`src/rtl/alu_cmd_sequencer.sv`:
```
// rtl/alu_cmd_sequencer.sv - frames UART RX bytes into ALU operations and returns the result as two TX bytes
// Optional ALU_TIMEOUT_EN: an unanswered ALU request yields 0xEEEE and a CMD_ERR pulse.
module alu_cmd_sequencer #(
  parameter int DATA_WIDTH  = 8,
  parameter int FUN_WIDTH   = 4,
  parameter int RES_WIDTH   = 16,
  parameter int TIMEOUT_CYC = 15
) (
  input  logic                  CLK,
  input  logic                  RST,
  input  logic [DATA_WIDTH-1:0] RX_P_DATA,
  input  logic                  RX_D_VLD,
  output logic [DATA_WIDTH-1:0] ALU_A,
  output logic [DATA_WIDTH-1:0] ALU_B,
  output logic [FUN_WIDTH-1:0]  ALU_FUN,
  output logic                  ALU_EN,
  input  logic [RES_WIDTH-1:0]  ALU_OUT,
  input  logic                  ALU_OUT_VLD,
  output logic [DATA_WIDTH-1:0] TX_P_DATA,
  output logic                  TX_D_VLD,
  input  logic                  TX_BUSY,
  output logic                  CMD_ERR
);

  localparam logic [DATA_WIDTH-1:0] CMD_NEW   = DATA_WIDTH'(8'hCC);
  localparam logic [DATA_WIDTH-1:0] CMD_REUSE = DATA_WIDTH'(8'hDD);

  typedef enum logic [3:0] {
    IDLE, GET_A, GET_B, GET_FUN, ISSUE, WAIT_RES, SEND_LO, WAIT_LO, SEND_HI, WAIT_HI
  } state_t;

  state_t                  state, state_nxt;
  logic [RES_WIDTH-1:0]    result;
  logic [DATA_WIDTH-1:0]   tx_hold;
  logic                    busy_seen;
  logic                    cmd_err_nxt;
  logic                    timeout;

  if (RES_WIDTH != 2 * DATA_WIDTH || TIMEOUT_CYC < 1) begin : g_param_check
    $error("alu_cmd_sequencer: RES_WIDTH must be 2*DATA_WIDTH and TIMEOUT_CYC >= 1");
  end

`ifdef ALU_TIMEOUT_EN
  localparam int CNT_W = (TIMEOUT_CYC < 16) ? 4 : $clog2(TIMEOUT_CYC + 1);
  localparam logic [RES_WIDTH-1:0] TIMEOUT_RES = RES_WIDTH'({(RES_WIDTH/4){4'hE}});
  logic [CNT_W-1:0] wait_cnt;

  // Held at zero outside WAIT_RES, so every entry starts a fresh count.
  always_ff @(posedge CLK) begin
    if (RST || state != WAIT_RES) wait_cnt <= '0;
    else if (!ALU_OUT_VLD)        wait_cnt <= wait_cnt + 1'b1;
  end

  assign timeout = (state == WAIT_RES) && !ALU_OUT_VLD && (wait_cnt == CNT_W'(TIMEOUT_CYC - 1));
`else
  assign timeout = 1'b0;
`endif

  always_ff @(posedge CLK) begin
    if (RST) state <= IDLE;
    else     state <= state_nxt;
  end

  always_comb begin
    state_nxt = state;
    case (state)
      IDLE: if (RX_D_VLD) begin
        if (RX_P_DATA == CMD_NEW)        state_nxt = GET_A;
        else if (RX_P_DATA == CMD_REUSE) state_nxt = GET_FUN;
      end
      GET_A:    if (RX_D_VLD) state_nxt = GET_B;
      GET_B:    if (RX_D_VLD) state_nxt = GET_FUN;
      GET_FUN:  if (RX_D_VLD) state_nxt = ISSUE;
      ISSUE:    state_nxt = WAIT_RES;
      WAIT_RES: if (ALU_OUT_VLD || timeout) state_nxt = SEND_LO;
      SEND_LO:  if (!TX_BUSY) state_nxt = WAIT_LO;
      WAIT_LO:  if (busy_seen && !TX_BUSY) state_nxt = SEND_HI;
      SEND_HI:  if (!TX_BUSY) state_nxt = WAIT_HI;
      WAIT_HI:  if (busy_seen && !TX_BUSY) state_nxt = IDLE;
      default:  state_nxt = IDLE;
    endcase
  end

  // TX_P_DATA only moves in the cycle a request is made; otherwise it shows the last byte sent.
  always_comb begin
    ALU_EN      = (state == ISSUE);
    TX_D_VLD    = 1'b0;
    TX_P_DATA   = tx_hold;
    cmd_err_nxt = timeout;
    case (state)
      IDLE: if (RX_D_VLD && RX_P_DATA != CMD_NEW && RX_P_DATA != CMD_REUSE) cmd_err_nxt = 1'b1;
      SEND_LO: if (!TX_BUSY) begin
        TX_D_VLD  = 1'b1;
        TX_P_DATA = result[DATA_WIDTH-1:0];
      end
      SEND_HI: if (!TX_BUSY) begin
        TX_D_VLD  = 1'b1;
        TX_P_DATA = result[RES_WIDTH-1:DATA_WIDTH];
      end
      default: ;
    endcase
  end

  always_ff @(posedge CLK) begin
    if (RST) begin
      ALU_A     <= '0;
      ALU_B     <= '0;
      ALU_FUN   <= '0;
      result    <= '0;
      tx_hold   <= '0;
      busy_seen <= 1'b0;
      CMD_ERR   <= 1'b0;
    end else begin
      CMD_ERR <= cmd_err_nxt;
      if (TX_D_VLD) tx_hold <= TX_P_DATA;
      if (RX_D_VLD) begin
        case (state)
          GET_A:   ALU_A   <= RX_P_DATA;
          GET_B:   ALU_B   <= RX_P_DATA;
          GET_FUN: ALU_FUN <= RX_P_DATA[FUN_WIDTH-1:0];
          default: ;
        endcase
      end
      if (state == WAIT_RES) begin
        if (ALU_OUT_VLD) result <= ALU_OUT;
`ifdef ALU_TIMEOUT_EN
        else if (timeout) result <= TIMEOUT_RES;
`endif
      end
      // Tracks the busy rise of the transmitter; cleared in SEND_HI between the two waits.
      busy_seen <= (state == WAIT_LO || state == WAIT_HI) && (busy_seen || TX_BUSY);
    end
  end

endmodule
```
`config.mk`:
```
export PLATFORM = sky130hd
export DESIGN_NAME = alu_cmd_sequencer
export DESIGN_NICKNAME = d
export VERILOG_FILES = /design/src/rtl/alu_cmd_sequencer.sv
export SDC_FILE = /design/constraint.sdc
export NUM_CORES = 1
export LEC_CHECK = 0
export ABC_AREA = 1
export CAP_MARGIN = 20
export CORE_UTILIZATION = 51
export DETAILED_ROUTE_END_ITERATION = 8
export GPL_TIMING_DRIVEN = 1
export PLACE_DENSITY = 0.84
export SETUP_SLACK_MARGIN = 0.15
export SLEW_MARGIN = 20
export SYNTH_ARGS = -nofsm -noshare
export SYNTH_HDL_FRONTEND = slang
export SYNTH_SLANG_ARGS = --single-unit
```
`constraint.sdc`:
```
create_clock -name CLK -period 2.25 [get_ports CLK]
set_clock_uncertainty 0.15 [all_clocks]
set_input_delay 0.3375 -clock CLK [delete_from_list [all_inputs] [get_ports CLK]]
set_output_delay 0.3375 -clock CLK [all_outputs]
set_load 0.01 [all_outputs]
```
Word level (Yosys, flattened, before mapping)
Cells that the tools add are included.

storage, ports and cells
  memory bits (writable) = 0
  latch bits = 0
  output and inout bits = 31
  bits of input ports = 29
  memories = 0
  register bits after elaboration = 50
  bits in read-only memories = 0

operators by class
  multiplexer cells = 18
  multipliers = 0
  shift operators = 0
  bitwise logic cells = 1
  add/subtract/negate cells = 0
  reduce and logical (&&, ||, !) cells = 15
  eq/ne operators = 23
  div/mod/pow operators = 0
  order comparisons = 0

operators with widths
  operator              number
  $mux W4               11
  $pmux W4 S10          1
  $ne A2 B2 Y1 const B  9
  $eq A4 B3 Y1 const B  4
  $eq A8 B8 Y1 const B  2
  $mux W8               2
  $ne A8 B8 Y1 const B  2
  $pmux W8 S2           1
  $reduce_and A10 Y1    1
  $eq A4 B2 Y1 const B  2
  $eq A4 B4 Y1 const B  2
  $reduce_and A2 Y1     4
  $eq A4 B1 Y1 const B  1
  $logic_and A1 B1 Y1   4
  $logic_not A4 Y1      1
  $reduce_or A2 Y1      2
  $mux W1               3
  $ne A3 B3 Y1 const B  1
  $logic_or A1 B1 Y1    2
  $logic_not A1 Y1      1
  $not A1 Y1            1

Longest topological paths before layout
Gate-level depths: netlist of the first run.

  word-level depth = 5
  mapped depth = 9
  depth with buffers taken out = 9

Least setup slack after synthesis of the first run
No wires, ideal clock.

  path kind = register to output
  start = register state[3]
  end = output port TX_P_DATA[0]
  path slack = 657 ps
  data required time = 1,762 ps
  stages on the path, launching flop included = 8
  arrival = 1,105 ps
  cell sequence = dfxtp_1 -> inv_2 -> nor2_2 -> nand2_2 -> nand2_2 -> nand2_1 -> a22oi_2 -> inv_1

on the way
  longest elaborated chain between the ends = 2
  elaborated cells between the ends (all ways) = 3

RTL lines
  element                                              RTL line  text
  start: declaration                                   32        state_t state, state_nxt;
  start signal: assignment                             61        else state <= state_nxt;
  $eq A4 B4 Y1 / $eq A4 B3 Y1 (equally long branches)  90        case (state)
  $pmux W8 S2 (*)                                      90
  end: declaration                                     19        output logic [DATA_WIDTH-1:0] TX_P_DATA,

Every way passes the cells marked *; elsewhere a longest branch is shown, timed or not.

Final worst setup path of the first run
  start = register state[3]
  end = output port TX_P_DATA[6]

Same word-level chain as after synthesis.

==> results of run 1 <==
-- timing repair --
action,in CTS,in global routing
hold buffers,0,0
setup endpoints to repair,10,8
cloned,1,0
endpoints found under the hold margin,0,0
gates resized for setup,25,15
buffers inserted,2,2
pin swaps,3,3
-- worst paths after layout --
kind              startpoint            to  slack [ns]  cells past startpoint
setup reg to reg    state[3]      state[1]        0.65                     10
setup / recovery    state[3]  TX_P_DATA[6]        0.19                      8
hold / removal    result[10]    result[10]        0.30                      2
hold reg to reg   result[10]    result[10]        0.30                      2
-- cell families (layout without fill, tap and decap cells) --
family / Yosys count / in the layout / synth area share [%]
AND/OR/NAND/NOR: 135 / 135 / 26.9
AO/OA/AOI/OAI: 83 / 83 / 19.6
flip-flops: 50 / 50 / 44.8
buffers and inverters: 49 / 120 / 8.63
-- per-stage QoR --
| step | total power, mW | hold WS [ns] | util (%) |
|---|---|---|---|
| after detailed placement | 1.85 | 0.291 | 71.8 |
| after floorplan | 1.53 | 0.257 | - |
| after global routing | 2.69 | 0.318 | 76.9 |
| final | 2.54 | 0.304 | 76.9 |
| after global placement | 1.82 | 0.284 | 71.8 |
| after CTS | 2.50 | 0.303 | 75.9 |
-- power by group --
| group | leakage, nW | internal [mW] | switching (mW) |
|---|---|---|---|
| combinational | 0.852 | 0.375 | 0.467 |
| clock | 0.0524 | 0.333 | 0.287 |
| sequential | 0.407 | 1.00 | 0.0765 |
| total | 1.31 | 1.71 | 0.831 |
-- worst min-delay path, stage by stage (launching register included) --
cell and delay [ns]:
dfxtp_1 0.31, inv_1 0.06, a21oi_1 0.05
-- registers in the layout (all words and copies together) (netlist names) --
signal     count
state          4
CMD_ERR        1
ALU_FUN        4
result        16
tx_hold        8
busy_seen      1
ALU_A          8
ALU_B          8
-- metal layers --
| layer | wire length, µm | share of wire [%] |
|---|---|---|
| met2 | 2730 | 47 |
| met3 | 385 | 6.6 |
| met1 | 2570 | 44 |
| met5 | 0 | 0 |
| met4 | 107 | 1.8 |
-- cell usage in the layout (no fill, tap or decap), drive strengths merged, types with 2 or more instances in the layout --
cell type,synthesis,layout
a21oi,24,24
nor3,2,2
clkinv,3,3
nand3,19,19
a31oi,7,7
buf,4,13
nand2,64,64
clkdlybuf4s50,0,48
clkbuf,6,8
dlygate4sd2,0,5
nand3b,2,2
inv,36,36
dfxtp,50,50
a22oi,2,2
clkdlybuf4s15,0,5
nor2,47,47
o21ai,48,48
-- final cells by class --
type | instances | share of cell area (%)
repair buffers | 73 | 23.4
clock buffers | 7 | 2.43
flip-flops and latches | 50 | 32.2
well taps | 50 | 1.99
inverters | 39 | 4.86
multi-input cells | 218 | 34.2
clock inverters | 1 | 0.955
==> impl_metrics.env, run 1 <==
export IMPL_synth_area_per_cell_um2=7.04
export IMPL_drc=0
export IMPL_criticalPathCategory="reg2out"
export IMPL_die_area_um2=4650
export IMPL_globalRouteOverflowTotal=0
export IMPL_period_share_pct=91.7
export IMPL_antenna_left=0
export IMPL_grt_util_met3_pct=5.00
export IMPL_crit_required_ns=1.76
export IMPL_io_pins=60
export IMPL_synth_seq_cells=50
export IMPL_crit_path_max_incr_delay_ns=0.38
export IMPL_finalHoldViolations=0
export IMPL_p_leak_nw=1.31
export IMPL_drt_wl_total_um=5800
export IMPL_firstDrtPassIters=5
export IMPL_core_area_um2=4090
export IMPL_postSynthNetCount=346
export IMPL_cts_inserted_buffers=5
export IMPL_layout_drive_gt1_share_pct=14.4
export IMPL_worst_slew_pin_slew_ns=0.405
export IMPL_cts_tree="done"
export IMPL_die_x_um=68.2
export IMPL_yosysMostFrequentCell="nand2_1"
export IMPL_fin_crit_ns=2.06
export IMPL_ir_drop_mv=0.568
export IMPL_grt_total_usage_pct=25.5
export IMPL_synth_area_leaders="dfxtp_1, o21ai_0, nand2_1"
export IMPL_gp_congestion=0.904
export IMPL_fillers=301
export IMPL_hpwl_um=3940
export IMPL_syn_to_final_growth_pct=40.8
export IMPL_grt_pass1_vias=2002
export IMPL_globalRouteMet2Util_pct=41.9
export IMPL_crit_path_start_kind="flip-flop"
export IMPL_final_design_area_no_fill_um2=3140
export IMPL_synth_warnings=0
export IMPL_nets=416
export IMPL_cts_root_buf="clkbuf_8"
export IMPL_drv_cap=0
export IMPL_grt_pass1_wl_um=8790
export IMPL_setup_viol=0
export IMPL_dpl_cell_area_um2=2930
export IMPL_synth_top_area_share_pct=44.8
export IMPL_htreeDepth=2
export IMPL_worstPathArrival_ns=1.58
export IMPL_report_final_slew_viol_count=0
export IMPL_cts_sinks=50
export IMPL_use_met1_pct=32.3
export IMPL_via_per_inst=5.33
export IMPL_fin_cells=438
export IMPL_row_count=23
export IMPL_max_freq_mhz=485
export IMPL_grt_max_degree=33
export IMPL_synth_edf_count=0
export IMPL_slowest_stage="dfxtp_4"
export IMPL_io_buffers=59
export IMPL_multi_input_area_um2=1070
export IMPL_seq_area_frac_synth_pct=44.8
export IMPL_synth_distinct_cells=27
export IMPL_netlist_instances=317
export IMPL_antenna_found_initial=0
export IMPL_die_y_um=68.2
export IMPL_p_per_area_nw_per_um2=808
export IMPL_clkTransAtPathRegs_ns=0.09
export IMPL_wl_per_cell_um=13.2
export IMPL_clockBufferDepth=2
export IMPL_start_util_pct=54.6
export IMPL_min_path_type="reg2reg"
export IMPL_critPathMaxFanout=7
export IMPL_status="completed"
export IMPL_dpl_cell_count=425
export IMPL_synth_main_ff_cell="dfxtp_1"
export IMPL_setup_slack_ns=0.186
export IMPL_yosys_top_cells_count="nand2_1, dfxtp_1, o21ai_0"
export IMPL_drtIter0Drc=185
export IMPL_async_flop_share_pct=0
export IMPL_dr_total_vias=2335
export IMPL_rsz0062_at_grt="true"
export IMPL_cp_cell_sequence="inv_2 -> nor2_4 -> nand2_4 -> nand2_4 -> inv_2 -> nand2_1 -> nand3_1 -> clkdlybuf4s15_1"
export IMPL_dp_slack_ns=-0.157
export IMPL_relSlewSlack_pct=72.9
export IMPL_seq_area_um2=1010
export IMPL_grt_busiest_layer="met2"
export IMPL_worstSetupEndpointType="output port"
export IMPL_synth_top_area_cell="dfxtp_1"
export IMPL_timing_setup_tns_ns=0
export IMPL_synthesis_area_um2=2230
export IMPL_n_antenna_cell=0
export IMPL_insertion_delay_ns=0.30
export IMPL_path_buf_inv=3
export IMPL_path_delay_family="simple AND/OR/NAND/NOR gates"
No activity file was read; power rests on OpenSTA's default activity.
==> inputs of run 2 (changes only) <==
- CORE_UTILIZATION: 51 -> 65
- DONT_BUFFER_PORTS: unset -> 1
- PLACE_DENSITY: 0.84 -> 0.81
==> run 2 against run 1 <==
Effect of this change: the flow now finishes with violations (negative hold slack); first-iteration DRC count decreased by 2.2%; hold slack got worse by 0.31 ns; flip-flop and latch count unchanged; final cell count decreased by 13%; critical path depth decreased by 1; non-clock buffer count decreased by 49; cell area decreased by 16%; utilization increased by 7.3 points; critical path type unchanged; largest power group unchanged.
==> impl_metrics.env, run 2 (synthesized netlist as in run 1, its figures left out) <==
export IMPL_hpwl_um=3470
export IMPL_period_share_pct=94.0
export IMPL_swShare_pct=36.5
export IMPL_setup_slack_ns=0.134
export IMPL_rsz0062_at_grt="true"
export IMPL_worstSetupEndpointType="output port"
export IMPL_die_area_um2=3670
export IMPL_p_sw_mw=0.846
export IMPL_finalHoldViolations=1
export IMPL_drtIter0Drc=181
export IMPL_n_antenna_cell=0
export IMPL_htreeDepth=2
export IMPL_die_y_um=60.6
export IMPL_cts_tree="done"
export IMPL_grt_pass1_vias=1946
export IMPL_min_path_type="in2reg"
export IMPL_antenna_found_initial=0
export IMPL_cts_sinks=50
export IMPL_io_buffers=0
export IMPL_crit_path_start_kind="flip-flop"
export IMPL_row_count=20
export IMPL_clockBufferDepth=2
export IMPL_ir_drop_mv=0.691
export IMPL_grt_busiest_layer="met2"
export IMPL_die_x_um=60.6
export IMPL_firstDrtPassIters=4
export IMPL_combPwrFrac_pct=28.5
export IMPL_worstPathArrival_ns=1.63
export IMPL_io_pins=60
export IMPL_cp_cell_sequence="inv_4 -> nor2_4 -> nand2_4 -> nand2_4 -> clkinvlp_4 -> nand2_2 -> nand3_2"
export IMPL_final_cell_mix="nand2_1, o21ai_0, dfxtp_1"
export IMPL_critPathMaxFanout=7
export IMPL_globalRouteMet2Util_pct=54.2
export IMPL_hold_ws_ns=-0.00530
export IMPL_drc=0
export IMPL_criticalPathCategory="reg2out"
export IMPL_start_util_pct=70.8
export IMPL_p_leak_nw=1.12
export IMPL_layout_commonest_cell="nand2_1"
export IMPL_internal_power_mw=1.47
export IMPL_r2r_cells=7
export IMPL_p_per_area_nw_per_um2=873
export IMPL_grt_total_usage_pct=31.2
export IMPL_fin_crit_ns=2.12
export IMPL_crit_path_max_incr_delay_ns=0.41
export IMPL_via_per_inst=5.71
export IMPL_drt_wl_total_um=5700
export IMPL_cts_inserted_buffers=5
export IMPL_crit_cells=7
export IMPL_dp_slack_ns=0.367
export IMPL_syn_to_final_growth_pct=18.9
export IMPL_report_final_slew_viol_count=0
export IMPL_p_seq_share_pct=48.6
export IMPL_clkTransAtPathRegs_ns=0.15
export IMPL_drv_cap=0
export IMPL_core_area_um2=3150
export IMPL_status="finished, violations left"
export IMPL_slowest_stage="dfxtp_4"
export IMPL_timing_setup_tns_ns=0
export IMPL_gp_congestion=0.920
export IMPL_holdPathStages=2
export IMPL_use_met1_pct=34.9
export IMPL_wl_per_cell_um=14.9
export IMPL_setup_viol=0
export IMPL_nets=367
export IMPL_worst_slew_pin_slew_ns=0.594
export IMPL_globalRouteOverflowTotal=0
export IMPL_relSlewSlack_pct=60.3
export IMPL_insertion_delay_ns=0.37
export IMPL_dr_total_vias=2186
export IMPL_regMostFlops="result"
export IMPL_grt_pass1_wl_um=8290
export IMPL_path_buf_inv=2
export IMPL_pwr_share_clk_pct=22.9
export IMPL_crit_top_cell="nand2_4"
export IMPL_grt_max_degree=33
export IMPL_largest_reg_flops=16
export IMPL_violations="negative hold slack"
export IMPL_path_delay_family="simple AND/OR/NAND/NOR gates"
export IMPL_antenna_left=0
export IMPL_crit_required_ns=1.76
export IMPL_layout_drive_gt1_share_pct=18.0
export IMPL_max_freq_mhz=473
export IMPL_cts_root_buf="clkbuf_4"
export IMPL_grt_util_met3_pct=10.4
-- run 2: final timing paths --
kind,start,to,slack (ns)
hold reg to reg,result[2],result[2],0.31
hold / removal,RX_P_DATA[7],ALU_B[7],-0.005
setup / recovery,state[2],TX_P_DATA[4],0.13
setup reg to reg,state[2],result[12],0.26
-- run 2: layout make-up --
| type | count | area [µm²] |
|---|---|---|
| multi-input combinational | 218 | 1130 |
| clock inverter | 3 | 43.8 |
| sequential | 50 | 1020 |
| timing repair buffer | 24 | 220 |
| clock buffer | 5 | 37.5 |
| inverter | 39 | 155 |
| fill | 205 | 499 |
| tap | 44 | 55.1 |
-- run 2: timing repair --
item	4_1_cts	5_1_grt
hold buffers	12	4
pin swaps	0	6
setup buffers	0	7
resized for setup	3	31
endpoints found under the hold margin	27	6
setup endpoints to repair	8	9
-- run 2: layer usage --
layer / part of all wire (%) / vias to the layer above
li1: - / 1075
met1: 42 / 1014
met2: 48 / 80
met3: 7.0 / 17
met4: 2.7 / 0
met5: 0 / -
-- run 2: stage by stage --
stage	utilization (%)	area [µm²]	hold WS, ns	power [mW]	cells
2_1_floorplan	-	2230	0.257	1.53	317
3_3_place_gp	71.4	2250	0.260	1.62	352
3_5_place_dp	71.4	2250	0.261	1.63	352
4_1_cts	77.9	2460	0.00257	2.17	372
5_1_grt	84.2	2650	0.00657	2.44	383
6_report	84.2	2650	-0.00530	2.32	383
-- run 2: power groups by stage --
stage	registers (mW)	clock network, mW	logic, mW
2_1_floorplan	1.10	0	0.433
3_3_place_gp	1.11	0	0.507
3_5_place_dp	1.12	0	0.515
4_1_cts	1.10	0.527	0.546
5_1_grt	1.14	0.563	0.737
6_report	1.13	0.531	0.660
==> inputs of run 3 (changes only) <==
- MAX_ROUTING_LAYER: unset -> met4
==> run 3 against run 2 <==
Effect of this change: critical endpoint is now TX_P_DATA[0]; die area stayed put; utilization decreased by 3.8 points; worst setup slack better by 0.095 ns; the run still ends with negative hold slack left; sequential share of layout area grew 1.5 points; largest cell class unchanged; hold slack is essentially flat; register-to-register slack gained 0.09 ns; final cell count fell by 1.8%.
==> impl_metrics.env, run 3 (synthesized netlist as in run 1, its figures left out) <==
export IMPL_row_count=20
export IMPL_globalRouteMet2Util_pct=49.3
export IMPL_drv_cap=0
export IMPL_worst_slew_pin_slew_ns=0.607
export IMPL_nets=360
export IMPL_setup_viol=0
export IMPL_antenna_found_initial=0
export IMPL_die_area_um2=3670
export IMPL_grt_pass1_wl_um=7980
export IMPL_io_buffers=0
export IMPL_min_path_type="in2reg"
export IMPL_crit_path_max_incr_delay_ns=0.36
export IMPL_globalRouteOverflowTotal=0
export IMPL_worstSetupEndpointType="output port"
export IMPL_relSlewSlack_pct=59.4
export IMPL_cts_sinks=50
export IMPL_n_antenna_cell=0
export IMPL_crit_path_start_kind="flip-flop"
export IMPL_wl_per_cell_um=14.2
export IMPL_combPwrFrac_pct=26.7
export IMPL_max_freq_mhz=495
export IMPL_io_pins=60
export IMPL_critPathMaxFanout=4
export IMPL_report_final_slew_viol_count=0
export IMPL_final_cell_mix="nand2_1, o21ai_0, dfxtp_1"
export IMPL_p_sw_mw=0.796
export IMPL_hpwl_um=3490
export IMPL_finalCoreUtilization_pct=80.4
export IMPL_p_seq_share_pct=49.7
export IMPL_syn_to_final_growth_pct=13.5
export IMPL_ir_drop_mv=0.745
export IMPL_grt_pass1_vias=1901
export IMPL_antenna_left=0
export IMPL_swShare_pct=35.6
export IMPL_worstPathArrival_ns=1.53
export IMPL_drtIter0Drc=140
export IMPL_hold_path_startpoint="ALU_OUT[7]"
export IMPL_grt_total_usage_pct=30.5
export IMPL_violations="negative hold slack"
export IMPL_firstDrtPassIters=4
export IMPL_grt_busiest_layer="met2"
export IMPL_dr_total_vias=2114
export IMPL_p_leak_nw=1.04
export IMPL_crit_required_ns=1.76
export IMPL_use_met1_pct=34.9
export IMPL_cts_root_buf="clkbuf_4"
export IMPL_slowest_stage="dfxtp_2"
export IMPL_drt_wl_total_um=5350
export IMPL_crit_top_cell="nand2_2"
export IMPL_status="finished, violations left"
export IMPL_gp_congestion=0.900
export IMPL_clkTransAtPathRegs_ns=0.15
export IMPL_grt_max_degree=33
export IMPL_regMostFlops="result"
export IMPL_pwr_share_clk_pct=23.6
export IMPL_die_y_um=60.6
export IMPL_rsz0062_at_grt="false"
export IMPL_die_x_um=60.6
export IMPL_core_area_um2=3150
export IMPL_r2r_cells=6
export IMPL_criticalPathCategory="reg2out"
export IMPL_drc=0
export IMPL_finalHoldViolations=1
export IMPL_timing_setup_tns_ns=0
export IMPL_htreeDepth=2
export IMPL_crit_start="state[2]"
export IMPL_holdPathStages=2
export IMPL_fin_crit_ns=2.02
export IMPL_insertion_delay_ns=0.37
export IMPL_via_per_inst=5.62
export IMPL_hold_ws_ns=-0.00526
export IMPL_internal_power_mw=1.44
export IMPL_largest_reg_flops=16
export IMPL_p_per_area_nw_per_um2=881
export IMPL_cts_tree="done"
export IMPL_layout_commonest_cell="nand2_1"
export IMPL_rr_startpoint="state[3]"
export IMPL_clockBufferDepth=2
export IMPL_grt_util_met3_pct=8.96
export IMPL_cts_inserted_buffers=5
export IMPL_start_util_pct=70.8
export IMPL_cp_cell_sequence="buf_4 -> nor2_4 -> nand2_2 -> nand2_2 -> nand2_1 -> a22oi_2 -> inv_2"
export IMPL_period_share_pct=89.8
export IMPL_layout_drive_gt1_share_pct=14.2
## run 3: cell types whose count changed in the layout (fill, tap and decap cells not counted), sizes merged
cell         before  now
clkinv            4    3
inv              36   37
buf               8    3
dlygate4sd3      16   14
## run 3: path summary, 6_finish.rpt
| kind | to | slack [ns] |
|---|---|---|
| worst min register to register | result[2] | 0.31 |
| worst max register to register | ALU_FUN[1] | 0.35 |
| worst min-delay path | result[7] | -0.005 |
| worst max-delay path | TX_P_DATA[0] | 0.23 |
## run 3: through the flow
step / std cells / setup WS (ns) / power, mW / area [µm²]
after floorplan: 317 / 0.657 / 1.53 / 2230
after global placement: 352 / 0.444 / 1.63 / 2250
after detailed placement: 352 / 0.391 / 1.64 / 2250
after CTS: 373 / 0.157 / 2.18 / 2460
after global routing: 376 / 0.149 / 2.36 / 2530
final: 376 / 0.229 / 2.23 / 2530
## run 3: power by group through the flow
stage	clock network (mW)	registers [mW]	logic [mW]
2_1_floorplan	0	1.10	0.433
3_3_place_gp	0	1.11	0.512
3_5_place_dp	0	1.12	0.517
4_1_cts	0.530	1.10	0.544
5_1_grt	0.563	1.12	0.674
6_report	0.526	1.11	0.596
## run 3: layer usage
layer	part of all wire [%]	vias to the layer above
met5	0	-
met4	2.4	0
met1	42	962
li1	-	1057
met3	8.5	15
met2	47	80
## run 3: repair_timing
action                     CTS  global route
hold endpoints to repair    27             1
hold buffers                13             1
setup endpoints to repair    8            10
pin swaps                    0             2
setup buffers                0             2
gates cloned                 0             0
gates resized for setup      3            15
## run 3: layout make-up
class	count	area (µm²)
Multi-Input combinational cell	218	1070
Sequential cell	50	1010
Fill cell	243	619
Timing Repair Buffer	17	163
Inverter	39	153
Tap cell	44	55.1
Clock inverter	3	43.8
Clock buffer	5	37.5
## run 3: critical path, delay by kind of cell, from the launching register on
kind	cells	cell delay (ns)
simple gates	4	0.40
flops	1	0.36
buf+inv	2	0.21
compound gates	1	0.19
